`src/rtl/uart_rx_fifo.sv`:
```
// rtl/uart_rx_fifo.sv - 8N1 UART receiver feeding a first-word-fall-through receive FIFO
module uart_rx_fifo #(
   parameter int BIT_CLKS = 16,
   parameter int FIFO_AW  = 4
) (
   input  logic               HCLK,
   input  logic               HRESET,
   input  logic               rx,
   input  logic               rd_en,
   output logic [7:0]         rd_data,
   output logic               empty,
   output logic               full,
   output logic [FIFO_AW:0]   count,
   output logic               frame_err,
   output logic               overrun,
   input  logic               err_clr
);

   localparam int CW    = $clog2(BIT_CLKS);
   localparam int DEPTH = 2 ** FIFO_AW;

   typedef enum logic [1:0] {IDLE, START, DATA, STOP} state_t;

   state_t           state, state_n;
   logic [CW-1:0]    cnt, cnt_n;
   logic [2:0]       idx, idx_n;
   logic [7:0]       sh, sh_n;
   logic             push, frame_set;

   logic             rx_m, rx_s, rx_q;
   logic [2:0]       primed;
   logic             fall;

   logic [7:0]       mem [DEPTH];
   logic [FIFO_AW:0] wr_ptr, rd_ptr;
   logic             do_pop, do_push;

   // Two-flop synchronizer plus one delay stage for falling-edge detection.
   // primed tracks which stages hold a real line sample rather than a reset value,
   // so a line that is already low when reset releases is not mistaken for an edge.
   always_ff @(posedge HCLK or posedge HRESET) begin
      if (HRESET) begin
         rx_m   <= 1'b1;
         rx_s   <= 1'b1;
         rx_q   <= 1'b1;
         primed <= 3'b000;
      end else begin
         rx_m   <= rx;
         rx_s   <= rx_m;
         rx_q   <= rx_s;
         primed <= {primed[1:0], 1'b1};
      end
   end

   assign fall = primed[2] & rx_q & ~rx_s;

   // Receiver state and datapath registers.
   always_ff @(posedge HCLK or posedge HRESET) begin
      if (HRESET) begin
         state <= IDLE;
         cnt   <= '0;
         idx   <= '0;
         sh    <= '0;
      end else begin
         state <= state_n;
         cnt   <= cnt_n;
         idx   <= idx_n;
         sh    <= sh_n;
      end
   end

   // Next-state logic: start bit checked at half a bit, data and stop bits mid-bit.
   always_comb begin
      state_n   = state;
      cnt_n     = cnt + 1'b1;
      idx_n     = idx;
      sh_n      = sh;
      push      = 1'b0;
      frame_set = 1'b0;
      case (state)
         IDLE: begin
            cnt_n = '0;
            if (fall) state_n = START;
         end
         START: begin
            if (cnt == CW'(BIT_CLKS / 2 - 1)) begin
               cnt_n = '0;
               idx_n = '0;
               state_n = rx_s ? IDLE : DATA;
            end
         end
         DATA: begin
            if (cnt == CW'(BIT_CLKS - 1)) begin
               sh_n[idx] = rx_s;
               cnt_n     = '0;
               idx_n     = idx + 3'd1;
               if (idx == 3'd7) state_n = STOP;
            end
         end
         STOP: begin
            if (cnt == CW'(BIT_CLKS - 1)) begin
               cnt_n     = '0;
               state_n   = IDLE;
               push      = rx_s;
               frame_set = ~rx_s;
            end
         end
         default: state_n = IDLE;
      endcase
   end

   assign count   = wr_ptr - rd_ptr;
   assign empty   = (count == '0);
   assign full    = (count == (FIFO_AW + 1)'(DEPTH));
   assign do_pop  = rd_en & ~empty;
   // When full, a same-cycle pop frees the slot the push lands in.
   assign do_push = push & (~full | do_pop);
   assign rd_data = empty ? 8'h00 : mem[rd_ptr[FIFO_AW-1:0]];

   // FIFO storage; contents need no reset because empty masks rd_data.
   always_ff @(posedge HCLK) begin
      if (do_push) mem[wr_ptr[FIFO_AW-1:0]] <= sh;
   end

   // FIFO pointers.
   always_ff @(posedge HCLK or posedge HRESET) begin
      if (HRESET) begin
         wr_ptr <= '0;
         rd_ptr <= '0;
      end else begin
         if (do_push) wr_ptr <= wr_ptr + 1'b1;
         if (do_pop)  rd_ptr <= rd_ptr + 1'b1;
      end
   end

   // Sticky error flags; a new error outranks a simultaneous clear.
   always_ff @(posedge HCLK or posedge HRESET) begin
      if (HRESET) begin
         frame_err <= 1'b0;
         overrun   <= 1'b0;
      end else begin
         if (frame_set)    frame_err <= 1'b1;
         else if (err_clr) frame_err <= 1'b0;
         if (push & ~do_push) overrun <= 1'b1;
         else if (err_clr)    overrun <= 1'b0;
      end
   end

endmodule

```
`config.mk`:
```
export PLATFORM = sky130hd
export DESIGN_NAME = uart_rx_fifo
export DESIGN_NICKNAME = d
export VERILOG_FILES = /design/src/rtl/uart_rx_fifo.sv
export SDC_FILE = /design/constraint.sdc
export NUM_CORES = 1
export LEC_CHECK = 0
export ABC_AREA = 0
export CAP_MARGIN = 20
export CORE_MARGIN = 2
export CORE_UTILIZATION = 25
export CTS_BUF_LIST = sky130_fd_sc_hd__clkbuf_2 sky130_fd_sc_hd__clkbuf_4 sky130_fd_sc_hd__clkbuf_8
export DETAILED_ROUTE_END_ITERATION = 7
export DONT_BUFFER_PORTS = 1
export SLEW_MARGIN = 0
export SYNTH_ARGS = -nofsm -noshare
export SYNTH_HDL_FRONTEND = slang
export SYNTH_SLANG_ARGS = --single-unit
export TNS_END_PERCENT = 50
```
`constraint.sdc`:
```
create_clock -name HCLK -period 4.18 [get_ports HCLK]
set_clock_uncertainty 0.05 [all_clocks]
set_input_delay 0.418 -clock HCLK [delete_from_list [all_inputs] [get_ports HCLK]]
set_output_delay 0.418 -clock HCLK [all_outputs]
set_load 0.01 [all_outputs]
```
==> results by group <==
GRT
  • Pin count of the biggest net entering global routing: 36
  • Vias in the first global route: roughly 3,900
  • GRT Residual Overflow: 0
  • Gr usage total: about a tenth
  • First-pass GRT wire length: approximately 23 mm
  • Number of antenna violations at the first check in global routing: 0

Yosys
  • Synth area leaders: edfxtp_1, dfrtp_1, mux4_2, ha_1, and3_1
  • Leading area contributor after synthesis: edfxtp_1
  • Post-synthesis average cell area: 16.79 sq um
  • Sequential area share after synthesis: between 60 and 70%
  • Post-Syn Area: between 0.006 and 0.007 sq mm
  • Ys async rst share: between 20% and 30%
  • Cells after Synth: between 400 and 500
  • Unique masters post-synth: between 50 and 60
  • Most frequently used flop master after synthesis: edfxtp_1
  • Post-synth top area share: 56.10%
  • Post-synth EDFFs: about 130
  • Yosys warns: 0
  • Mapped Nets: 426
  • Synthesized flop and latch total: approximately 160

Route
  • DRC Markers: 0
  • Pre-antenna DRT Iters: 5
  • Iteration-0 DRC Markers: roughly 260
  • Top layer in use: met4
  • Routed WL per cell: about 18 um
  • DR WL met2: ~7.2 mm
  • Wire length on met3: 508 um
  • Final wirelength: between 10 and 15 mm
  • Routed vias/inst: 4.648
  • Post-route ant nets: 0
  • Routed vias: between 3,000 and 4,000
  • Met1 WL: about 6.3 mm

Clock tree
  • Clock Sinks: around 160
  • Clock Tree Root: clkbuf_8
  • CTS tree: done
  • Reg clk slew, reported paths: around 0.10 ns
  • Clock latency on the worst-skew pair: 0.46 ns
  • PostCTS Resize Cnt: 0
  • CTS H-tree depth: 4
  • CTS buffer count: 17
  • Post-CTS Setup Bufs: 0
  • CTS Buffer Depth: 2

Timing
  • Final worst path period share: a little over nine tenths
  • Setup TNS: 0 ns
  • Crit path time final: approximately 3.9 ns
  • Max-slew headroom: 46.10%
  • Setup violators final: 0
  • Final Max Tran Viols: 0
  • Slew @ Worst Pin: 0.8068 ns
  • FMAX: 254.9 MHz
  • Final worst slack: 0.2563 ns
  • Hold Violations, Final: 0
  • RSZ-0062 raised after global routing: false

Floorplan
  • Area of the core: ~0.027 sq mm
  • Initial Util: roughly a quarter
  • Die area: ~0.029 sq mm
  • Die height: 169.6 um
  • Num ports: 22
  • # rows: 60
  • Die width: approximately 170 um

Critical path
  • RR Endpoint: mem[11][2]$_DFFE_PP_
  • Setup crit start: wr_ptr[0]$_DFFE_PP0P_
  • Slowest stage cell, crit path: nor2_2
  • Worst path depth: 10
  • Worst Setup EP: rd_data[0]
  • Buf/Inv on CP: 3
  • R2R Setup Slk: approximately 0.7 ns
  • Worst endpoint data arrival time: 3.46 ns
  • Worst r2r src: wr_ptr[0]$_DFFE_PP0P_
  • Critical path fanouts, max: 9
  • Critical-path cell list: inv_1, ha_1, fa_1, nand2b_1, a21oi_2, xor2_2, inv_2, nor2_2, a211oi_1, buf_4
  • Top delay family on crit path: simple AND/OR/NAND/NOR gates
  • Worst Path Class, Setup: reg -> out
  • CP peak stage delay: ~0.54 ns
  • R2R cell count: 8
  • Endpoint type of the worst setup path: primary output
  • WP data required: 3.71 ns
  • Startpoint types: flip-flop

Placed design
  • Hpwl dp: just under 10 mm
  • Number of port buffers: 0
  • Routability congestion estimate: approximately 0.78
  • Setup WS pre-CTS: 0.6843 ns
  • Area post-placement: around 0.0073 sq mm

Power
  • Worst VDD drop: roughly 0.3 mV
  • Lkg Pwr: about 2.6 nW
  • Power density over the cells: 552.1 mW/mm^2

Final layout
  • Final Util: between 20 and 30%
  • Area delta synth->final: 13.11%
  • Share of layout cells above drive strength 1: a little over a fifth
  • Fin nets: around 450
  • Post-route cell area: around 0.0077 sq mm
  • Diodes inserted: 0

Hold path
  • Worst Hold Class: in -> reg

Flow run
  • Max-Cap Viols: 0

Status
  • Result of the run: complete, no violations
synth_stat cells (2+ instances only):
cell type / n
o21ai_0: 9
nand2_1: 24
o31ai_1: 5
and3_1: 21
and2_1: 2
nand3b_1: 2
nor2_1: 15
dfrtp_1: 32
inv_1: 14
nor2b_1: 5
xor2_1: 3
mux2_1: 2
mux2i_1: 8
nand2b_1: 3
mux2_2: 5
dfstp_2: 3
a31oi_1: 3
nand4_1: 2
buf_4: 2
o22ai_1: 2
nor3_1: 8
mux4_2: 32
or3_1: 2
nand3_1: 7
edfxtp_1: 128
ha_1: 12
a211oi_1: 9
clkbuf_1: 6
a21oi_1: 7
buf_2: 6
xnor2_1: 8
layout by cell type, fill, tap and decap left out, drive strengths merged, types with 5 or more instances in the layout:
| master | count |
|---|---|
| edfxtp | 128 |
| mux4 | 32 |
| dfrtp | 32 |
| nand2 | 24 |
| inv | 22 |
| and3 | 21 |
| clkbuf | 18 |
| nor2 | 16 |
| buf | 15 |
| ha | 12 |
| o21ai | 10 |
| a211oi | 9 |
| xnor2 | 8 |
| nor3 | 8 |
| mux2i | 8 |
| a21oi | 8 |
| nand3 | 7 |
| mux2 | 7 |
| o31ai | 5 |
| nor2b | 5 |
| clkinv | 5 |
power breakdown:
group	switching (mW)	internal, mW	leakage, nW
combinational	0.741	0.507	0.886
clock	0.639	0.509	0.201
sequential	0.0930	1.79	1.48
flip-flops by register name, summed over array words and instances, names as in the netlist, 3 cells and up, named ones only:
signal / cells
primed: 3
wr_ptr: 5
rd_ptr: 5
sh: 8
idx: 3
mem: 128
cnt: 4
metal layers:
metal	global-route usage, %	vias to the layer above
met3	2.402	28
met4	4.645	0
met2	17.78	79
met1	13.15	1900
met5	0	-
li1	-	1632
stage by stage:
| step | power [mW] | std cells | hold WS, ns |
|---|---|---|---|
| floorplan | 2.804 | 408 | 0.2812 |
| detailed placement | 3.185 | 748 | 0.2910 |
| global route | 4.497 | 783 | 0.06647 |
| finish | 4.279 | 783 | 0.07286 |
| CTS | 4.327 | 783 | 0.05383 |
| global placement | 3.151 | 748 | 0.2835 |
area by class of cell:
cell class / instances / area [sq um]
clock buffers: 18 / 241.5
clock inverters: 14 / 168.9
fillers: 2611 / 19200
inverters: 16 / 60.06
multi-input cells: 213 / 1986
flip-flops and latches: 163 / 4725
well taps: 341 / 426.7
repair buffers: 18 / 142.6
timing repair:
| action | in CTS | in global routing |
|---|---|---|
| endpoints found under the setup margin | 0 | 0 |
| hold buffers | 3 | 0 |
| endpoints found under the hold margin | 34 | 0 |
worst min path at each step:
stage | from | endpoint | slack, ns | cells after the start
6_report | rd_en | wr_ptr[3]$_DFFE_PP0P_ | 0.07 | 2
5_1_grt | rd_en | wr_ptr[3]$_DFFE_PP0P_ | 0.07 | 2
4_1_cts | rd_en | wr_ptr[3]$_DFFE_PP0P_ | 0.05 | 2
3_5_place_dp | primed[1]$_DFF_PP0_ | primed[2]$_DFF_PP0_ | 0.29 | 0
3_3_place_gp | primed[1]$_DFF_PP0_ | primed[2]$_DFF_PP0_ | 0.28 | 0
2_1_floorplan | primed[0]$_DFF_PP0_ | primed[1]$_DFF_PP0_ | 0.28 | 0
logic make-up (layout without fill, tap and decap cells):
group | count (synthesis) | in the layout | share of synthesized area (%)
muxes | 47 | 47 | 12.84
and+or+nand+nor | 95 | 95 | 7.177
adders and majority gates | 13 | 13 | 2.484
other | 1 | 1 | 0.05473
DFF | 163 | 163 | 68.94
xor gates and xnor gates | 12 | 12 | 1.644
AOI/OAI and AO/OA | 45 | 45 | 4.784
buffers and inverters | 32 | 66 | 2.082
(Power assumes the default switching activity.)
